===== src/rtl/i2s_pkg.sv =====
// Shared constants and types for the I2S receive path.
package i2s_pkg;

   localparam int I2S_DEFAULT_WIDTH = 16;

   // Avalon-MM register word addresses
   localparam logic [1:0] I2S_CTRL   = 2'd0;
   localparam logic [1:0] I2S_STATUS = 2'd1;
   localparam logic [1:0] I2S_DATA_L = 2'd2;
   localparam logic [1:0] I2S_DATA_R = 2'd3;

   // CTRL bit positions
   localparam int CTRL_ENABLE = 0;
   localparam int CTRL_CLEAR  = 1;

   // STATUS bit positions
   localparam int ST_EMPTY     = 0;
   localparam int ST_FULL      = 1;
   localparam int ST_OVERFLOW  = 2;
   localparam int ST_COUNT_LSB = 8;

   typedef enum logic [1:0] {
      IDLE   = 2'd0,
      WAIT_L = 2'd1,
      SHIFT  = 2'd2
   } rx_state_t;

endpackage


===== src/rtl/i2s_rx_fifo.sv =====
// Synchronous FIFO holding packed {left, right} stereo pairs.
// A push while full is dropped unless a pop frees a slot in the same cycle.
// Clear empties the FIFO and overrides any same-cycle push or pop.
module i2s_rx_fifo #(
   parameter int DW    = 32,
   parameter int DEPTH = 8
) (
   input  logic                     CLK,
   input  logic                     RESET,
   input  logic                     push,
   input  logic                     pop,
   input  logic                     clear,
   input  logic [DW-1:0]            din,
   output logic [DW-1:0]            dout,
   output logic                     full,
   output logic                     empty,
   output logic [$clog2(DEPTH):0]   count
);

   localparam int AW = $clog2(DEPTH);
   localparam logic [AW:0] DEPTH_C = (AW+1)'(DEPTH);

   logic [DW-1:0] mem [DEPTH];
   logic [AW-1:0] wr_ptr;
   logic [AW-1:0] rd_ptr;
   logic          push_ok;
   logic          pop_ok;

   assign full    = (count == DEPTH_C);
   assign empty   = (count == '0);
   assign pop_ok  = pop && !empty && !clear;
   assign push_ok = push && !clear && (!full || pop_ok);
   assign dout    = mem[rd_ptr];

   // Storage write; contents are only observed through the count-qualified head.
   always_ff @(posedge CLK) begin
      if (push_ok) mem[wr_ptr] <= din;
   end

   // Pointer and occupancy tracking; pointers wrap naturally at DEPTH.
   always_ff @(posedge CLK) begin
      if (RESET || clear) begin
         wr_ptr <= '0;
         rd_ptr <= '0;
         count  <= '0;
      end else begin
         if (push_ok) wr_ptr <= wr_ptr + 1'b1;
         if (pop_ok)  rd_ptr <= rd_ptr + 1'b1;
         if (push_ok && !pop_ok)      count <= count + 1'b1;
         else if (pop_ok && !push_ok) count <= count - 1'b1;
      end
   end

endmodule


===== src/rtl/i2s_rx.sv =====
// Slave-mode I2S receiver with Avalon-MM register access.
//
// state  | meaning
// IDLE   | receiver disabled, nothing captured
// WAIT_L | enabled, waiting for a right-to-left word-select transition
// SHIFT  | framed; shifting slot bits and closing slots at lrclk changes
//
// The rise that shows a new lrclk value is the I2S delay bit and is never
// shifted in; a slot is good only if it delivered at least WIDTH data bits.
module i2s_rx
   import i2s_pkg::*;
#(
   parameter int WIDTH = I2S_DEFAULT_WIDTH,
   parameter int DEPTH = 8
) (
   input  logic              CLK,
   input  logic              RESET,
   input  logic              sclk,
   input  logic              lrclk,
   input  logic              data_in,
   input  logic              AVL_READ,
   input  logic              AVL_WRITE,
   input  logic              AVL_CS,
   input  logic [3:0]        AVL_BYTE_EN,
   input  logic [1:0]        AVL_ADDR,
   input  logic [31:0]       AVL_WRITEDATA,
   output logic [31:0]       AVL_READDATA,
   output logic              sample_valid,
   output logic [WIDTH-1:0]  left_sample,
   output logic [WIDTH-1:0]  right_sample
);

   localparam int CNTW = $clog2(WIDTH + 1);
   localparam int CW   = $clog2(DEPTH) + 1;
   localparam logic [CNTW-1:0] CNT_FULL = CNTW'(WIDTH);

   logic sclk_s1, sclk_s2, sclk_s3;
   logic lr_s1, lr_s2;
   logic data_s1, data_s2;
   logic rise;

   rx_state_t        state;
   logic             chan_r;
   logic [CNTW-1:0]  cnt;
   logic [WIDTH-1:0] sreg;
   logic [WIDTH-1:0] l_cap;
   logic             l_good;
   logic             lr_prev;
   logic             fifo_push;

   logic             enable;
   logic             overflow;
   logic             ctrl_wr;
   logic             status_wr;
   logic             fifo_clear;
   logic             rd_en;
   logic             rd_pop;
   logic             drop;

   logic [2*WIDTH-1:0] fifo_dout;
   logic               fifo_full;
   logic               fifo_empty;
   logic [CW-1:0]      fifo_count;
   logic [WIDTH-1:0]   head_l;
   logic [WIDTH-1:0]   head_r;
   logic [31:0]        status_word;

   logic unused_bits;
   assign unused_bits = &{1'b0, AVL_BYTE_EN[3:1], AVL_WRITEDATA[31:3]};

   // Bring the codec clocks and data into the CLK domain; extra sclk stage for edge detect.
   always_ff @(posedge CLK) begin
      if (RESET) begin
         sclk_s1 <= 1'b0; sclk_s2 <= 1'b0; sclk_s3 <= 1'b0;
         lr_s1   <= 1'b0; lr_s2   <= 1'b0;
         data_s1 <= 1'b0; data_s2 <= 1'b0;
      end else begin
         sclk_s1 <= sclk;    sclk_s2 <= sclk_s1; sclk_s3 <= sclk_s2;
         lr_s1   <= lrclk;   lr_s2   <= lr_s1;
         data_s1 <= data_in; data_s2 <= data_s1;
      end
   end

   assign rise = sclk_s2 & ~sclk_s3;

   // Deserializer FSM: frames on lrclk, assembles L/R words, emits complete pairs.
   always_ff @(posedge CLK) begin
      if (RESET) begin
         state        <= IDLE;
         chan_r       <= 1'b0;
         cnt          <= '0;
         sreg         <= '0;
         l_cap        <= '0;
         l_good       <= 1'b0;
         lr_prev      <= 1'b0;
         fifo_push    <= 1'b0;
         sample_valid <= 1'b0;
         left_sample  <= '0;
         right_sample <= '0;
      end else begin
         fifo_push    <= 1'b0;
         sample_valid <= 1'b0;
         if (rise) lr_prev <= lr_s2;
         if (!enable) begin
            state  <= IDLE;
            chan_r <= 1'b0;
            cnt    <= '0;
            l_good <= 1'b0;
         end else if (rise) begin
            case (state)
               IDLE: state <= WAIT_L;
               WAIT_L: begin
                  if (!lr_s2 && lr_prev) begin
                     state  <= SHIFT;
                     chan_r <= 1'b0;
                     cnt    <= '0;
                     l_good <= 1'b0;
                  end
               end
               SHIFT: begin
                  if (lr_s2 != lr_prev) begin
                     if (!chan_r) begin
                        l_cap  <= sreg;
                        l_good <= (cnt == CNT_FULL);
                        chan_r <= 1'b1;
                     end else begin
                        if (l_good && (cnt == CNT_FULL)) begin
                           left_sample  <= l_cap;
                           right_sample <= sreg;
                           fifo_push    <= 1'b1;
                           sample_valid <= 1'b1;
                        end
                        l_good <= 1'b0;
                        chan_r <= 1'b0;
                     end
                     cnt <= '0;
                  end else if (cnt < CNT_FULL) begin
                     sreg <= {sreg[WIDTH-2:0], data_s2};
                     cnt  <= cnt + 1'b1;
                  end
               end
               default: state <= IDLE;
            endcase
         end
      end
   end

   assign ctrl_wr    = AVL_WRITE && AVL_CS && AVL_BYTE_EN[0] && (AVL_ADDR == I2S_CTRL);
   assign status_wr  = AVL_WRITE && AVL_CS && AVL_BYTE_EN[0] && (AVL_ADDR == I2S_STATUS);
   assign fifo_clear = ctrl_wr && AVL_WRITEDATA[CTRL_CLEAR];
   assign rd_en      = AVL_READ && AVL_CS;
   assign rd_pop     = rd_en && (AVL_ADDR == I2S_DATA_R) && !fifo_empty;
   assign drop       = fifo_push && fifo_full && !fifo_clear && !rd_pop;

   i2s_rx_fifo #(
      .DW    (2*WIDTH),
      .DEPTH (DEPTH)
   ) u_fifo (
      .CLK   (CLK),
      .RESET (RESET),
      .push  (fifo_push),
      .pop   (rd_pop),
      .clear (fifo_clear),
      .din   ({left_sample, right_sample}),
      .dout  (fifo_dout),
      .full  (fifo_full),
      .empty (fifo_empty),
      .count (fifo_count)
   );

   assign head_l = fifo_dout[2*WIDTH-1:WIDTH];
   assign head_r = fifo_dout[WIDTH-1:0];

   // Control register and sticky overflow flag.
   always_ff @(posedge CLK) begin
      if (RESET) begin
         enable   <= 1'b0;
         overflow <= 1'b0;
      end else begin
         if (ctrl_wr) enable <= AVL_WRITEDATA[CTRL_ENABLE];
         if (drop) overflow <= 1'b1;
         else if (status_wr && AVL_WRITEDATA[ST_OVERFLOW]) overflow <= 1'b0;
      end
   end

   // STATUS word assembly.
   always_comb begin
      status_word = '0;
      status_word[ST_EMPTY]    = fifo_empty;
      status_word[ST_FULL]     = fifo_full;
      status_word[ST_OVERFLOW] = overflow;
      status_word[ST_COUNT_LSB +: 8] = 8'(fifo_count);
   end

   // Registered read data; sample reads are sign-extended and gated to 0 when empty.
   always_ff @(posedge CLK) begin
      if (RESET) begin
         AVL_READDATA <= '0;
      end else if (rd_en) begin
         case (AVL_ADDR)
            I2S_CTRL:   AVL_READDATA <= {31'b0, enable};
            I2S_STATUS: AVL_READDATA <= status_word;
            I2S_DATA_L: AVL_READDATA <= fifo_empty ? 32'b0 : {{(32-WIDTH){head_l[WIDTH-1]}}, head_l};
            default:    AVL_READDATA <= fifo_empty ? 32'b0 : {{(32-WIDTH){head_r[WIDTH-1]}}, head_r};
         endcase
      end
   end

endmodule


===== config.mk =====
export PLATFORM = sky130hd
export DESIGN_NAME = i2s_rx
export DESIGN_NICKNAME = d
export VERILOG_FILES = /design/src/rtl/i2s_pkg.sv /design/src/rtl/i2s_rx_fifo.sv /design/src/rtl/i2s_rx.sv
export SDC_FILE = /design/constraint.sdc
export NUM_CORES = 1
export LEC_CHECK = 0
export CAP_MARGIN = 20
export CORE_ASPECT_RATIO = 0.7
export CORE_MARGIN = 3
export CORE_UTILIZATION = 29
export CTS_CLUSTER_DIAMETER = 40
export DETAILED_ROUTE_END_ITERATION = 8
export DONT_BUFFER_PORTS = 1
export GPL_TIMING_DRIVEN = 1
export PLACE_DENSITY = 0.55
export SLEW_MARGIN = 20
export SYNTH_ARGS = -nofsm -noshare
export SYNTH_HDL_FRONTEND = slang
export SYNTH_SLANG_ARGS = --single-unit

===== constraint.sdc =====
create_clock -name CLK -period 4.6 [get_ports CLK]
set_input_delay 1.15 -clock CLK [delete_from_list [all_inputs] [get_ports CLK]]
set_output_delay 1.15 -clock CLK [all_outputs]
set_load 0.02 [all_outputs]

Yosys cells after proc, flatten, opt, wreduce, memory -nomap -nowiden
Memory sizes are Yosys's and may differ from the RTL's. A register that Yosys moved wholly into a read port is not among the register bits.
Cells that the tools add are included.
{"block": "totals", "register_bits": 126, "mem_bits_rw": 256, "in_bits": 46, "n_memories": 1}
{"block": "classes", "add_sub_neg": 5, "magnitude_cmp": 1, "eq_ne": 11, "mux": 25, "bitwise_logic": 7, "n_reduce_logical": 43}
{"name": "u_fifo.mem", "words": 8, "word_bits": 32, "rd": 1, "rd_clocked_by_memory_dff": 1, "write_ports": 1, "line": "i2s_rx_fifo.sv:23", "source": "logic [DW-1:0] mem [DEPTH];"}
{"cell": "one-hot mux 32 bit (3 select lines)", "n": 1}
{"cell": "2-to-1 mux 32 bit", "n": 2}
{"cell": "logical AND 1 bit", "n": 20}
{"cell": "2-to-1 mux 5 bit", "n": 3}
{"cell": "2-to-1 mux 1 bit", "n": 10}
{"cell": "one-hot mux 5 bit (2 select lines)", "n": 1}
{"cell": "AND reduction 5 bit", "n": 2}
{"cell": "2-to-1 mux 4 bit", "n": 2}
{"cell": "AND reduction 4 bit", "n": 2}
{"cell": "zero test 1 bit", "n": 7}
{"cell": "adder 3 x 1 -> 3 bit, second input constant", "n": 2}
{"cell": "== test 2 bit, second input constant", "n": 3}
{"cell": "2-to-1 mux 3 bit", "n": 2}
{"cell": "inverter 1 bit", "n": 6}
{"cell": "one-hot mux 2 bit (3 select lines)", "n": 1}
{"cell": "AND reduction 6 bit", "n": 1}
{"cell": "nonzero test 2 bit", "n": 3}
{"cell": "OR reduction 6 bit", "n": 1}
{"cell": "adder 5 x 1 -> 5 bit, second input constant", "n": 1}
{"cell": "== test 5 bit, second input constant", "n": 1}
{"cell": "< comparator 5 bit, second input constant", "n": 1}
{"cell": "adder 4 x 1 -> 4 bit, second input constant", "n": 1}
{"cell": "== test 2 x 1 -> 1 bit, second input constant", "n": 2}
{"cell": "== test 4 bit, second input constant", "n": 1}
{"cell": "other kinds (12)", "n": 16}

Longest topological paths before layout
{"block": "depth", "ltp_word": 12, "depth_mapped": 13, "mapped_depth_nobuf": 11}

Modules after synthesis
Synthesis repeated with hierarchy kept, for this count alone.
{"block": "unflattened", "cells_unflattened": 920, "hier_area_um2": 14322.5}
{"mod": "i2s_rx_fifo", "n_inst": 1, "cells_each": 450, "area_per_inst_um2": 10259.8, "seq_area_each_um2": 7947.6}
{"mod": "i2s_rx", "n_inst": 1, "cells_each": 470, "area_per_inst_um2": 4062.6, "seq_area_each_um2": 2001.9}

Least setup slack after synthesis
Ideal clock, no wire load.
{"block": "synth_timing", "kind": "input -> register", "start": "in AVL_ADDR[0]", "end": "mem u_fifo.mem[0][0], enable pin", "setup_ps": 461, "arrival_time_ps": 4319, "slack_ps": -180, "path_stages": 7, "n_path_buf": 2, "path_cell_list": "buf_2 > nand2_1 > o211ai_1 > and3_1 > clkbuf_1 > nand2b_1 > nor3_1"}
{"block": "synth_between", "elab_chain_cells": 9, "word_cells_on_any_way": 14}
{"element": "from (decl)", "line": "i2s_rx.sv:25", "source": "input logic [1:0] AVL_ADDR,"}
{"element": "== test 2 bit / zero test 2 bit (equally long branches)", "line": "i2s_rx.sv:152, i2s_rx.sv:148"}
{"element": "logical AND 1 bit, on equally long branches", "line": "i2s_rx.sv:152, i2s_rx.sv:148"}
{"element": "logical AND 1 bit, on equally long branches", "line": "i2s_rx.sv:152, i2s_rx.sv:150"}
{"element": "logical AND 1 bit / zero test 1 bit (equally long branches)", "line": "i2s_rx_fifo.sv:31, i2s_rx_fifo.sv:32"}
{"element": "logical AND 1 bit", "line": "i2s_rx_fifo.sv:31", "source": "assign pop_ok = pop && !empty && !clear;"}
{"element": "logical OR 1 bit", "line": "i2s_rx_fifo.sv:32", "source": "assign push_ok = push && !clear && (!full || pop_ok);"}
{"element": "logical AND 1 bit (*)", "line": "i2s_rx_fifo.sv:32"}
{"element": "named net u_fifo.push_ok", "line": "i2s_rx_fifo.sv:26", "source": "logic push_ok;"}
{"element": "2-to-1 mux 1 bit (*)", "line": "i2s_rx_fifo.sv:37", "source": "if (push_ok) mem[wr_ptr] <= din;"}
{"element": "2-to-1 mux 1 bit (not written as such) (*)", "line": "i2s_rx_fifo.sv:37"}
{"element": "to (decl)", "line": "i2s_rx_fifo.sv:23"}
The timed path passes the listed nets; every way through them passes the cells marked *.

Worst setup path in the final report
{"block": "layout_timing", "start": "reg u_fifo.count[0]", "end": "reg u_fifo.count[3]"}
{"block": "layout_between", "elab_chain_cells": 10, "word_cells_on_any_way": 18}
{"element": "from (decl)", "line": "i2s_rx_fifo.sv:17", "source": "output logic [$clog2(DEPTH):0] count"}
{"element": "from (signal assigned)", "line": "i2s_rx_fifo.sv:49", "source": "if (push_ok && !pop_ok) count <= count + 1'b1;"}
{"element": "from (signal assigned)", "line": "i2s_rx_fifo.sv:50", "source": "else if (pop_ok && !push_ok) count <= count - 1'b1;"}
{"element": "zero test 4 bit", "line": "i2s_rx_fifo.sv:30", "source": "assign empty = (count == '0);"}
{"element": "zero test 1 bit", "line": "i2s_rx_fifo.sv:31, i2s_rx.sv:152"}
{"element": "logical AND 1 bit", "line": "i2s_rx.sv:152", "source": "assign rd_pop = rd_en && (AVL_ADDR == I2S_DATA_R) && !fifo_empty;"}
{"element": "logical AND 1 bit (2 in series)", "line": "i2s_rx_fifo.sv:31"}
{"element": "logical OR 1 bit", "line": "i2s_rx_fifo.sv:32"}
{"element": "logical AND 1 bit", "line": "i2s_rx_fifo.sv:32"}
{"element": "zero test 1 bit", "line": "i2s_rx_fifo.sv:50"}
{"element": "logical AND 1 bit", "line": "i2s_rx_fifo.sv:50"}
{"element": "nonzero test 2 bit (no line)"}
Several ways; a longest one is shown, not always the timed one. The select of a mux whose other input is x is not followed.
A chain may end at the register's enable or synchronous reset.

==> impl_results.md <==
- Status: finished clean
- Max IR drop VDD: 0.234 mV
- DR pass1 iterations: 4
- Clock Skews: 0.0260 ns
- Starting Density: 29.6%
- Setup Buffers After CTS: 0
- Clock Pin Slew Worst Setup and Hold Paths: 0.06 ns
- Synth-to-layout area growth: 15.8%
- Pwr/cell area: 438 nW/um^2
- Initial drt markers: 599
- Syn Nets: 1,036
- Sequential fraction of the synthesis area: 69.5%
- Pint: 5.78 mW
- Sequential power share: 48.9%
- Ys flop type: edfxtp_1
- HPWL Detailed: 20,100 um
- Placed inst area: 15,000 um^2
- Relative slew slack: 27.3%
- Async SR Flop Fraction: 0%
- Seq cells post-synth: 369
- CTS tree: built
- Min Tclk post-route: 2.93 ns
- Synth cell types: 54
- Period Utilization, post-route: 63.6%
- Worst Path Required: 5.08 ns
- Largest cells by area after synthesis: edfxtp_1, dfxtp_1, mux4_2
- Row cnt: 67
- Post-synth EDFFs: 256
- Leak: 5.11 nW
- Vias per cell: 4.74
- # Max-Cap Violations: 0
- WL/cell: 19.7 um
- Resized cells post-CTS: 0
- Die height: 192 um
- Die W: 271 um
- Clock Path Buffers: 3
- Via count: 7,919
- Final Core Density: 34.3%
- # setup viols final: 0
- Routability congestion estimate: 0.735
- CTS Hold Bufs: 0
- Final Power: 7.26 mW
- Worst Path Max Fanout: 19
- Clk pwr share: 50.6%
- Combinational share of power: 0.5%
- First-pass GRT wire length: 50,200 um
- Dpl ws: 1.13 ns
- Top cells by count, synth: edfxtp_1, nand2_1, dfxtp_1
- Total negative slack: 0 ns
- Switching Share: 20.4%
- Mapped Cells: 981
- Avg Inst Size Synth: 14.6 um^2
- DRC Markers: 0
- Count leader, synth: edfxtp_1
- Grt total ovfl: 0
- Core Region: 48,300 um^2
- Fraction of layout cells with a size suffix above 1: 17.2%
- DRT antenna net count: 0
- Critical setup path kind: reg2reg
- Die ar.: 52,100 um^2
- H-tree lvl count: 2
- Transition time of the tightest slew-check pin: 1.08 ns
- Leading area contributor after synthesis: edfxtp_1
- Highest clock rate: 0.342 GHz
- Port buffer count: 0
- CTS Root Cell: clkbuf_16
- Initial antenna violation count: 1
- Vias in the first global route: 7,822
- Worst setup EP type: flop
- Largest net degree at the start of global routing: 94
- Clock Sinks: 369
- Io pins: 111
- Finished layout cell area: 16,600 um^2
- RSZ-0062 raised after global routing: false
- Final worst setup slack: 1.67 ns
- Worst EP arrival: 3.41 ns
- Net Switching: 1.48 mW
- Final net count: 1,032
- TritonCTS Buffers: 44
- Slew Viols, Final: 0
- Clk Latency, worst-skew pair: 0.56 ns
- Mapped cell area: 14,300 um^2
- Filler instances: 4,676
- GRT Util Overall: 12.7%
- Worst hold path type: reg2reg
- Critical Path Start Type: flop
- Synth top area share: 53.7%
- Syn. warnings: 0
- Final wirelength: 32,900 um
- Hold Fails Final Rpt: 0
==> registers in the layout (all words and copies together), names as in the netlist, 2 cells and up, named ones only <==
signal,flops
u_fifo.mem,256
left_sample,16
state,2
cnt,5
right_sample,16
AVL_READDATA,16
u_fifo.count,4
sreg,16
u_fifo.rd_ptr,3
u_fifo.wr_ptr,3
l_cap,16
==> metrics by stage <==
step | hold slack [ns] | std cells
after global routing | 0.459 | 1668
after global placement | 0.428 | 1586
after floorplan | 0.414 | 981
after CTS | 0.445 | 1668
final | 0.438 | 1669
after detailed placement | 0.432 | 1586
==> power groups by stage <==
stage	sequential, mW	clock, mW	combinational [mW]
3_5_place_dp	3.62	0	0.0383
2_1_floorplan	3.60	0	0.0627
3_3_place_gp	3.62	0	0.0379
5_1_grt	3.55	3.92	0.0428
4_1_cts	3.55	3.77	0.0386
6_report	3.55	3.67	0.0380
==> path summary, 6_finish.rpt <==
path                                 from                      endpoint  slack [ns]  cells past startpoint
min reg2reg            sclk_s1$_SDFF_PP0_            sclk_s2$_SDFF_PP0_        0.44                      1
max          u_fifo.count[0]$_SDFFE_PP0P_  u_fifo.count[3]$_SDFFE_PP0P_        1.67                     12
min                    sclk_s1$_SDFF_PP0_            sclk_s2$_SDFF_PP0_        0.44                      1
max reg2reg  u_fifo.count[0]$_SDFFE_PP0P_  u_fifo.count[3]$_SDFFE_PP0P_        1.67                     12
==> cell families after synthesis <==
logic type,share of synthesized area (%)
multiplexers,11.3
flip-flops,69.5
XOR/XNOR,0.490
AND/OR/NAND/NOR,8.81
buffers and inverters,3.08
AO/OA/AOI/OAI,5.93
adder cells (fa/ha/maj),0.839
==> cells in the final DEF, fill, tap and decap left out, types with 7 or more instances in the layout <==
cell type,n
clkbuf_1,7
ha_1,8
a21oi_1,82
mux2_2,12
a22oi_1,10
nor3_1,11
buf_4,18
dfxtp_1,109
and2_1,7
nand2_1,141
nor2_1,36
mux4_2,45
nand2b_1,11
nor4_1,11
o21ai_1,15
edfxtp_1,256
mux2i_1,41
nor2b_1,18
clkbuf_16,46
nand3_1,10
a2111oi_0,8
==> per-layer routing <==
metal  wire length (um)  vias up  GRT usage [%]
met5                  0        -              0
met3               2030       50           3.20
li1                   -     3679              -
met2              14500      183           19.1
met1              15700     4007           18.1
met4                617        0           3.42
==> area by class of cell <==
class                   instances  area, um^2  area share (%)
flip-flops and latches        369        9960            60.1
multi-input cells             536        3990            24.1
clock buffers                  55        1200            7.27
well taps                     655         820            4.95
clock inverters                27         394            2.38
repair buffers                 20         175            1.06
inverters                       6        22.5           0.136
diodes                          1        2.50          0.0151
==> worst max-delay path: stages (launching register included) <==
cell and delay, ns:
dfxtp_1 0.40, nor4_2 0.48, nor2_2 0.08, buf_4 0.25, nand2_1 0.18, ha_1 0.20
inv_1 0.09, ha_1 0.28, a21o_1 0.18, a21oi_1 0.18, xnor2_1 0.10, or3_1 0.31
a21oi_1 0.14
Note: power is estimated with default switching activity, not from simulation.
